--- src/rtl/stage4.sv ---
// ---------------------------------------------------------------------------
// stage4 -- memory-access stage of the RV32I pipeline.
//
// Takes the execute-stage pipeline registers, runs loads and stores over a
// req/ack data-memory handshake (byte-lane steering for stores, sign/zero
// extension for loads), stalls the front of the pipeline while an access is
// outstanding, and registers the result toward writeback.
//
// Optional feature macro: STAGE4_TIMEOUT_EN
//    When defined, an access that waits TIMEOUT_CYCLES cycles without an ack
//    is aborted, bus_err_o pulses and a NOP is written back. When undefined
//    the stage waits for an ack indefinitely and bus_err_o is tied low.
//
// Parameters
//    TIMEOUT_CYCLES  wait-state limit (only used with STAGE4_TIMEOUT_EN)
//
// Ports
//    clk           clock, all state updates on the rising edge
//    reset         synchronous, active-high reset
//    instr_3       instruction from execute
//    data_3        ALU result / effective address
//    data2_3       rs2 value (store data)
//    csrData_3     CSR write data, passed through
//    dmem_req      access request (combinational)
//    dmem_we       1 = store, 0 = load
//    dmem_addr     word-aligned access address
//    dmem_be       byte enables
//    dmem_wdata    lane-steered store data
//    dmem_ack      access complete, dmem_rdata valid in the same cycle
//    dmem_rdata    read word
//    halt_o        stall request to stages 1-3 (combinational)
//    misalign_o    one-cycle pulse on a misaligned access
//    bus_err_o     one-cycle pulse on an access timeout
//    instr_o_ff    registered instruction to writeback
//    wbData_o_ff   registered writeback data
//    csrData_o_ff  registered CSR data
// ---------------------------------------------------------------------------
module stage4 #(
   parameter int unsigned TIMEOUT_CYCLES = 16
) (
   input  logic        clk,
   input  logic        reset,
   input  logic [31:0] instr_3,
   input  logic [31:0] data_3,
   input  logic [31:0] data2_3,
   input  logic [31:0] csrData_3,
   output logic        dmem_req,
   output logic        dmem_we,
   output logic [31:0] dmem_addr,
   output logic [3:0]  dmem_be,
   output logic [31:0] dmem_wdata,
   input  logic        dmem_ack,
   input  logic [31:0] dmem_rdata,
   output logic        halt_o,
   output logic        misalign_o,
   output logic        bus_err_o,
   output logic [31:0] instr_o_ff,
   output logic [31:0] wbData_o_ff,
   output logic [31:0] csrData_o_ff
);

   localparam logic [31:0] NopInstr = 32'h00000033;

   typedef enum logic {
      ST_IDLE,
      ST_WAIT
   } state_t;

   // A zero or negative wait limit would abort every access immediately.
   if (TIMEOUT_CYCLES < 1) begin : gBadTimeout
      $error("stage4: TIMEOUT_CYCLES must be at least 1");
   end

   state_t      state_q, state_d;
   logic [4:0]  opcode;
   logic [2:0]  funct3;
   logic        isLoad;
   logic        isStore;
   logic        memOp;
   logic        addrBad;
   logic        misaligned;
   logic        accessGo;
   logic        complete;
   logic        busErr;
   logic [7:0]  loadByte;
   logic [15:0] loadHalf;
   logic [31:0] loadData;
   logic [31:0] instrOut_q, instrOut_d;
   logic [31:0] wbData_q, wbData_d;
   logic [31:0] csrData_q, csrData_d;

`ifdef STAGE4_TIMEOUT_EN
   localparam int unsigned CntW = $clog2(TIMEOUT_CYCLES + 1);
   logic [CntW-1:0] waitCnt_q, waitCnt_d;
`endif

   assign opcode = instr_3[6:2];
   assign funct3 = instr_3[14:12];

   // Memory op decode. Reserved funct3 encodings are not treated as memory
   // ops, so they flow through like any other instruction instead of
   // issuing an access with undefined lanes.
   always_comb begin
      isLoad  = 1'b0;
      isStore = 1'b0;
      if (opcode == 5'b00000) begin
         isLoad = (funct3 == 3'b000) || (funct3 == 3'b001) || (funct3 == 3'b010)
               || (funct3 == 3'b100) || (funct3 == 3'b101);
      end
      if (opcode == 5'b01000) begin
         isStore = (funct3 == 3'b000) || (funct3 == 3'b001) || (funct3 == 3'b010);
      end
   end

   assign memOp = isLoad | isStore;

   // Alignment depends only on the access size held in funct3[1:0].
   always_comb begin
      addrBad = 1'b0;
      case (funct3[1:0])
         2'b01:   addrBad = data_3[0];
         2'b10:   addrBad = |data_3[1:0];
         default: addrBad = 1'b0;
      endcase
   end

   assign misaligned = memOp & addrBad;
   assign accessGo   = memOp & ~addrBad;

   assign dmem_we   = isStore;
   assign dmem_addr = {data_3[31:2], 2'b00};

   // Store lane steering: the data is replicated across the word so the
   // memory only has to honour the byte enables. Loads read the full word.
   always_comb begin
      dmem_be    = 4'b1111;
      dmem_wdata = data2_3;
      if (isStore) begin
         case (funct3[1:0])
            2'b00: begin
               dmem_be    = 4'b0001 << data_3[1:0];
               dmem_wdata = {4{data2_3[7:0]}};
            end
            2'b01: begin
               dmem_be    = data_3[1] ? 4'b1100 : 4'b0011;
               dmem_wdata = {2{data2_3[15:0]}};
            end
            default: begin
               dmem_be    = 4'b1111;
               dmem_wdata = data2_3;
            end
         endcase
      end
   end

   // Load lane selection and sign/zero extension.
   always_comb begin
      loadByte = dmem_rdata[7:0];
      case (data_3[1:0])
         2'b00:   loadByte = dmem_rdata[7:0];
         2'b01:   loadByte = dmem_rdata[15:8];
         2'b10:   loadByte = dmem_rdata[23:16];
         default: loadByte = dmem_rdata[31:24];
      endcase
      loadHalf = data_3[1] ? dmem_rdata[31:16] : dmem_rdata[15:0];
      loadData = dmem_rdata;
      case (funct3)
         3'b000:  loadData = {{24{loadByte[7]}}, loadByte};
         3'b001:  loadData = {{16{loadHalf[15]}}, loadHalf};
         3'b100:  loadData = {24'h000000, loadByte};
         3'b101:  loadData = {16'h0000, loadHalf};
         default: loadData = dmem_rdata;
      endcase
   end

   // Access FSM. Request and halt are combinational so a zero-wait access
   // completes in the cycle it is presented. In WAIT the upstream stages are
   // frozen, so the request fields stay stable without extra holding
   // registers. Everything is forced quiet while reset is high.
   always_comb begin
      state_d    = state_q;
      dmem_req   = 1'b0;
      halt_o     = 1'b0;
      misalign_o = 1'b0;
      complete   = 1'b0;
      busErr     = 1'b0;
`ifdef STAGE4_TIMEOUT_EN
      waitCnt_d  = '0;
`endif
      if (!reset) begin
         case (state_q)
            ST_IDLE: begin
               if (misaligned) begin
                  misalign_o = 1'b1;
               end else if (accessGo) begin
                  dmem_req = 1'b1;
                  if (dmem_ack) begin
                     complete = 1'b1;
                  end else begin
                     halt_o  = 1'b1;
                     state_d = ST_WAIT;
                  end
               end
            end
            ST_WAIT: begin
               dmem_req = 1'b1;
               if (dmem_ack) begin
                  complete = 1'b1;
                  state_d  = ST_IDLE;
               end
`ifdef STAGE4_TIMEOUT_EN
               else if (waitCnt_q == CntW'(TIMEOUT_CYCLES - 1)) begin
                  // Last allowed wait cycle with no ack: abandon the access.
                  busErr  = 1'b1;
                  state_d = ST_IDLE;
               end else begin
                  halt_o    = 1'b1;
                  waitCnt_d = waitCnt_q + 1'b1;
               end
`else
               else begin
                  halt_o = 1'b1;
               end
`endif
            end
            default: state_d = ST_IDLE;
         endcase
      end
   end

   assign bus_err_o = busErr;

   // Writeback register next-state. Stalls, aborted accesses and misaligned
   // accesses all emit a bubble and leave the data registers alone. Every
   // other cycle is either a completed access or a non-memory op; stores
   // forward the address like a non-memory op.
   always_comb begin
      instrOut_d = instrOut_q;
      wbData_d   = wbData_q;
      csrData_d  = csrData_q;
      if (halt_o || busErr || misalign_o) begin
         instrOut_d = NopInstr;
      end else begin
         instrOut_d = instr_3;
         wbData_d   = (complete && isLoad) ? loadData : data_3;
         csrData_d  = csrData_3;
      end
   end

   // State and pipeline registers.
   always_ff @(posedge clk) begin
      if (reset) begin
         state_q    <= ST_IDLE;
         instrOut_q <= NopInstr;
         wbData_q   <= 32'h0;
         csrData_q  <= 32'h0;
      end else begin
         state_q    <= state_d;
         instrOut_q <= instrOut_d;
         wbData_q   <= wbData_d;
         csrData_q  <= csrData_d;
      end
   end

`ifdef STAGE4_TIMEOUT_EN
   // Wait-cycle counter; only counts while sitting in WAIT.
   always_ff @(posedge clk) begin
      if (reset) begin
         waitCnt_q <= '0;
      end else begin
         waitCnt_q <= waitCnt_d;
      end
   end
`endif

   assign instr_o_ff   = instrOut_q;
   assign wbData_o_ff  = wbData_q;
   assign csrData_o_ff = csrData_q;

endmodule

--- config.mk ---
export PLATFORM = sky130hd
export DESIGN_NAME = stage4
export DESIGN_NICKNAME = d
export VERILOG_FILES = /design/src/rtl/stage4.sv
export SDC_FILE = /design/constraint.sdc
export NUM_CORES = 1
export LEC_CHECK = 0
export CORE_AREA = 5 5 126 128
export CTS_CLUSTER_DIAMETER = 120
export DETAILED_ROUTE_END_ITERATION = 12
export DIE_AREA = 0 0 131 133
export GPL_ROUTABILITY_DRIVEN = 0
export PLACE_DENSITY = 0.77
export SKIP_LAST_GASP = 1
export SLEW_MARGIN = 20
export SYNTH_ARGS = -nofsm -noshare
export SYNTH_HDL_FRONTEND = slang
export SYNTH_SLANG_ARGS = --single-unit
--- constraint.sdc ---
create_clock -name clk -period 2.6 [get_ports clk]
set_input_delay 0.26 -clock clk [delete_from_list [all_inputs] [get_ports clk]]
set_output_delay 0.26 -clock clk [all_outputs]
set_load 0.005 [all_outputs]
# == Word-level counts from Yosys, hierarchy flattened ==
# Index checks and enable logic that the tools add are counted.
# op_classes
addsub,0
mul,0
div,0
order_cmp,0
eq_ne,9
n_shift,1
mux,29
n_bitwise,5
reduce_logical,12
# op_table
cell,count
case mux 32 bit (4 select lines),1
2-to-1 mux 32 bit,2
case mux 32 bit (2 select lines),1
case mux 8 bit (3 select lines),1
2-to-1 mux 1 bit,16
2-to-1 mux 16 bit,1
2-to-1 mux 4 bit,2
case mux 1 bit (2 select lines),4
case mux 4 bit (2 select lines),1
"== test 3 bit, second input constant",2
"== test 5 x 4 -> 1 bit, second input constant",1
zero test 5 bit,1
logical OR 1 bit,5
"== test 2 x 1 -> 1 bit, second input constant",2
"== test 2 bit, second input constant",2
zero test 2 bit,2
OR reduction 2 bit,2
"<< shifter 1 x 2 -> 4 bit, first input constant",1
"== test 3 x 1 -> 1 bit, second input constant",1
"== test 3 x 2 -> 1 bit, second input constant",1
zero test 3 bit,1
bitwise AND 1 bit,2
NOT 1 bit,2
logical AND 1 bit,1
OR 1 bit,1
# totals
reg_bits,97
latch_bits,0
mem_bits_rw,0
rom_bits,0
output_inout_bits,169
memories,0

# == Longest topological paths before layout ==
# depth
word_depth,14
depth_mapped,9

# == Worst setup path after synthesis ==
# No wires, ideal clock.
# synth_path
path_kind,input -> output
from,input port instr_3[12]
to,output port dmem_wdata[17]
arrival_time_ns,1.828
setup_slack_ns,0.512
path_stages,9
path_buffers,3
cell_sequence,inv_1 ha_1 nor2_1 clkbuf_1 buf_1 nor2_1 clkbuf_1 nand2_1 nand2_1
# synth_between
elab_chain_cells,5
# synth_lines
item,line,source
"start, declared",43,"input logic [31:0] instr_3,"
== test 3 x 1 -> 1 bit or zero test 3 bit (tied branches),111,isStore = (funct3 == 3'b000) || (funct3 == 3'b001) || (funct3 == 3'b010);
logical OR 1 bit (2 in a row),111,
2-to-1 mux 1 bit,110,if (opcode == 5'b01000) begin
2-to-1 mux 32 bit *,138,if (isStore) begin
"end, declared",51,"output logic [31:0] dmem_wdata,"
# Every way passes the cells marked *; elsewhere a longest branch is shown, timed or not.

# == Final worst setup path ==
# layout_path
from,input port data_3[1]
to,output port misalign_o
# layout_between
elab_chain_cells,6
# layout_lines
item,line,source
"start, declared",44,"input logic [31:0] data_3,"
OR reduction 2 bit,122,2'b10: addrBad = |data_3[1:0];
case mux 1 bit (2 select lines),120,case (funct3[1:0])
bitwise AND 1 bit,127,assign misaligned = memOp & addrBad;
2-to-1 mux 1 bit,193,if (misaligned) begin
2-to-1 mux 1 bit,191,case (state_q)
2-to-1 mux 1 bit,190,if (!reset) begin
"end, declared",55,"output logic misalign_o,"
# Every way passes these cells.

==> metrics <==
status=finished, final reports clean; leading cell type in the layout, fill and taps excluded=clkdlybuf4s50_1; endpoints failing setup=0; unrepaired setup endpoints after global routing=true; Root Buffer Master=clkbuf_16; Fin. Hold Viols=0; worst rel slew slack=56.9%; placed insts=1,048; critical path startpoint category=input port; Ports=332; FF-to-FF End=csrData_o_ff[13]; max-slew violations=0; Nets=1,038; #FFs+latches synth=97; slowest CP cell=clkdlybuf4s50_1; clock slew at reported path FFs=70 ps; Initial Utilization=32.1%; TritonCTS clock tree=yes; DP HPWL=15,000 um; Util after Layout=58.2%; worst-margin pin slew=646 ps; crit-path max FO=20; reg2reg start=state_q; die height=133 um; Cell variety after synth=44; PwrDens=460 nW/um2; GRT overflow=0; Final ANT Viol Nets=0; min-delay src=reset; H-Tree Level Count=3; Tcrit/Tclk final=98.0%; CP Cell Sequence=clkdlybuf4s50_1 > buf_4 > nand2_1 > a211oi_1 > buf_4 > and3_1 > clkdlybuf4s50_1; area post-placement=8190 um2; Leakage=3.47 nW; # Max-Cap Violations=0; R2R cell count=7; share of cells above drive strength 1=10.4%; skew final=5.87 ps; Vias/cell=4.92; TritonCTS Buffers=9; dominant synthesized flop cell=dfxtp_1; DR DRC count=0; worst min-delay path endpoint=wbData_o_ff[16]; Critical Path Sink Type=primary output; final worst-path setup slack=50.7 ps; most frequent cells in the layout=clkdlybuf4s50_1 (314), nand2_1 (134), dfxtp_1 (97); HP Class=input port to register; pre-CTS setup slack=-421 ps; CP Class=input port to primary output; initial drt markers=264; Pwr Total=3.95 mW; maximum vdd drop=340 uV; fraction of registers with async set/reset=0%; Ant. Diodes=0; largest net degree at the start of global routing=58; sequential area share after synthesis=41.0%; YS warnings=0; Non-Filler Instances=1,065; Max Fclk=392 MHz; Min-Delay Path Depth=2; Tot GR Track Use=20.7%; Routed WL per cell=17.9 um; Gate Count Post-Synth=571; Cell Area, Synth=4740 um2; routed vias=5,242; drt first pass iters=5; synthesized area per cell=8.30 um2; Worst-Skew Late Latency=350 ps; drt total wl=19,100 um; Max stage delay on crit path=510 ps; Core Box Area=14,800 um2; Final Instance Area=8580 um2; # clock sinks=97; Post-synth EDFFs=0; first-pass GRT wire length=28,200 um; die area=17,400 um2; Syn-to-layout area delta=81.2%; Arrival @ worst endpoint=2290 ps; Worst EP required=2340 ps; Critical path buffers and inverters=4; clock tree buffer depth=2; initial antenna violation count=0; family with the most delay on the worst path=buffers and inverters; Reg2Reg Setup Slack=920 ps; crit path time final=2550 ps; port bufs=328; Std-Cell Rows=45; number of global-route vias before repair=5,204; Die W=131 um
==> cell type report <==
cell class	count	area, um2
Clock inverter	7	96.3
Inverter	8	30.0
Sequential cell	97	1940
Clock buffer	9	225
Multi-Input combinational cell	380	2310
Fill cell	1329	6170
Timing Repair Buffer	376	3740
Tap cell	188	235
==> sequential cells by signal, summed over array words and instances, names as in the netlist <==
name          count
wbData_o_ff      32
csrData_o_ff     32
state_q           1
instr_o_ff       32
==> metrics by stage <==
step,setup TNS [ps],hold slack [ps]
2_1_floorplan,0,362
3_3_place_gp,-6320,437
3_5_place_dp,-7020,443
4_1_cts,0,160
5_1_grt,-69.6,181
6_report,0,180
==> worst reg2reg max path, cell delays in order (launching register included) <==
cell	delay [ps]
dfxtp_1	470
a211oi_1	90
buf_4	170
o221ai_4	240
buf_12	250
buf_12	180
nand2_1	60
a21oi_1	150
==> worst max path at each step <==
stage	end	startpoint	slack, ps	cells after the start
6_report	misalign_o	data_3[1]	50	7
5_1_grt	misalign_o	data_3[1]	-70	7
4_1_cts	misalign_o	instr_3[13]	0.4	8
3_5_place_dp	dmem_wdata[22]	instr_3[6]	-420	8
3_3_place_gp	dmem_wdata[21]	instr_3[4]	-370	8
2_1_floorplan	dmem_wdata[17]	instr_3[12]	510	9
==> report_power, final <==
part	switching [mW]	internal [mW]	total, mW
logic	0.324	0.582	0.906
clock network	0.663	0.777	1.44
registers	0.0336	1.57	1.60
==> synth_stat cells (3+ instances only) <==
master | number | share of area (%)
o21ai_0 | 15 | 1.6
nor2_1 | 11 | 0.87
o2bb2ai_1 | 7 | 1.3
a32oi_1 | 7 | 1.3
dfxtp_1 | 97 | 41
o21a_1 | 16 | 2.5
buf_2 | 7 | 0.74
o221ai_1 | 24 | 4.4
o21ai_1 | 4 | 0.42
buf_4 | 44 | 7.0
buf_6 | 4 | 0.95
nand2_1 | 134 | 11
a22o_1 | 16 | 3.0
nand2b_1 | 3 | 0.40
and3_1 | 27 | 3.6
mux2i_1 | 6 | 1.3
or3_1 | 6 | 0.79
ha_1 | 3 | 0.79
a22oi_1 | 9 | 1.4
mux2_2 | 9 | 2.1
clkbuf_1 | 32 | 2.5
inv_1 | 8 | 0.63
a21oi_1 | 58 | 6.1
==> logic make-up (layout without fill, tap and decap cells) <==
family | after synthesis | after routing | share of synthesized area (%)
simple gates | 190 | 190 | 17.5
flops | 97 | 97 | 41.0
other cells | 1 | 3 | 0.0792
fa+ha+maj | 3 | 3 | 0.792
mux | 16 | 16 | 3.88
buf+inv | 96 | 400 | 11.9
compound gates | 168 | 168 | 24.9
==> metal layers <==
| metal | track usage [%] | share of wire (%) | up-vias |
|---|---|---|---|
| li1 | - | - | 2584 |
| met3 | 5.69 | 8.6 | 23 |
| met5 | 0 | 0 | - |
| met4 | 6.34 | 1.7 | 0 |
| met1 | 24.4 | 39 | 2432 |
| met2 | 36.1 | 50 | 203 |
==> repair_timing <==
action	CTS	global route
endpoints found under the hold margin	0	0
hold buffers	0	0
setup buffers	1	0
gates cloned	0	0
gates resized for setup	16	11
endpoints found under the setup margin	31	24
pin swaps	2	1
No activity file was read; power rests on OpenSTA's default activity.
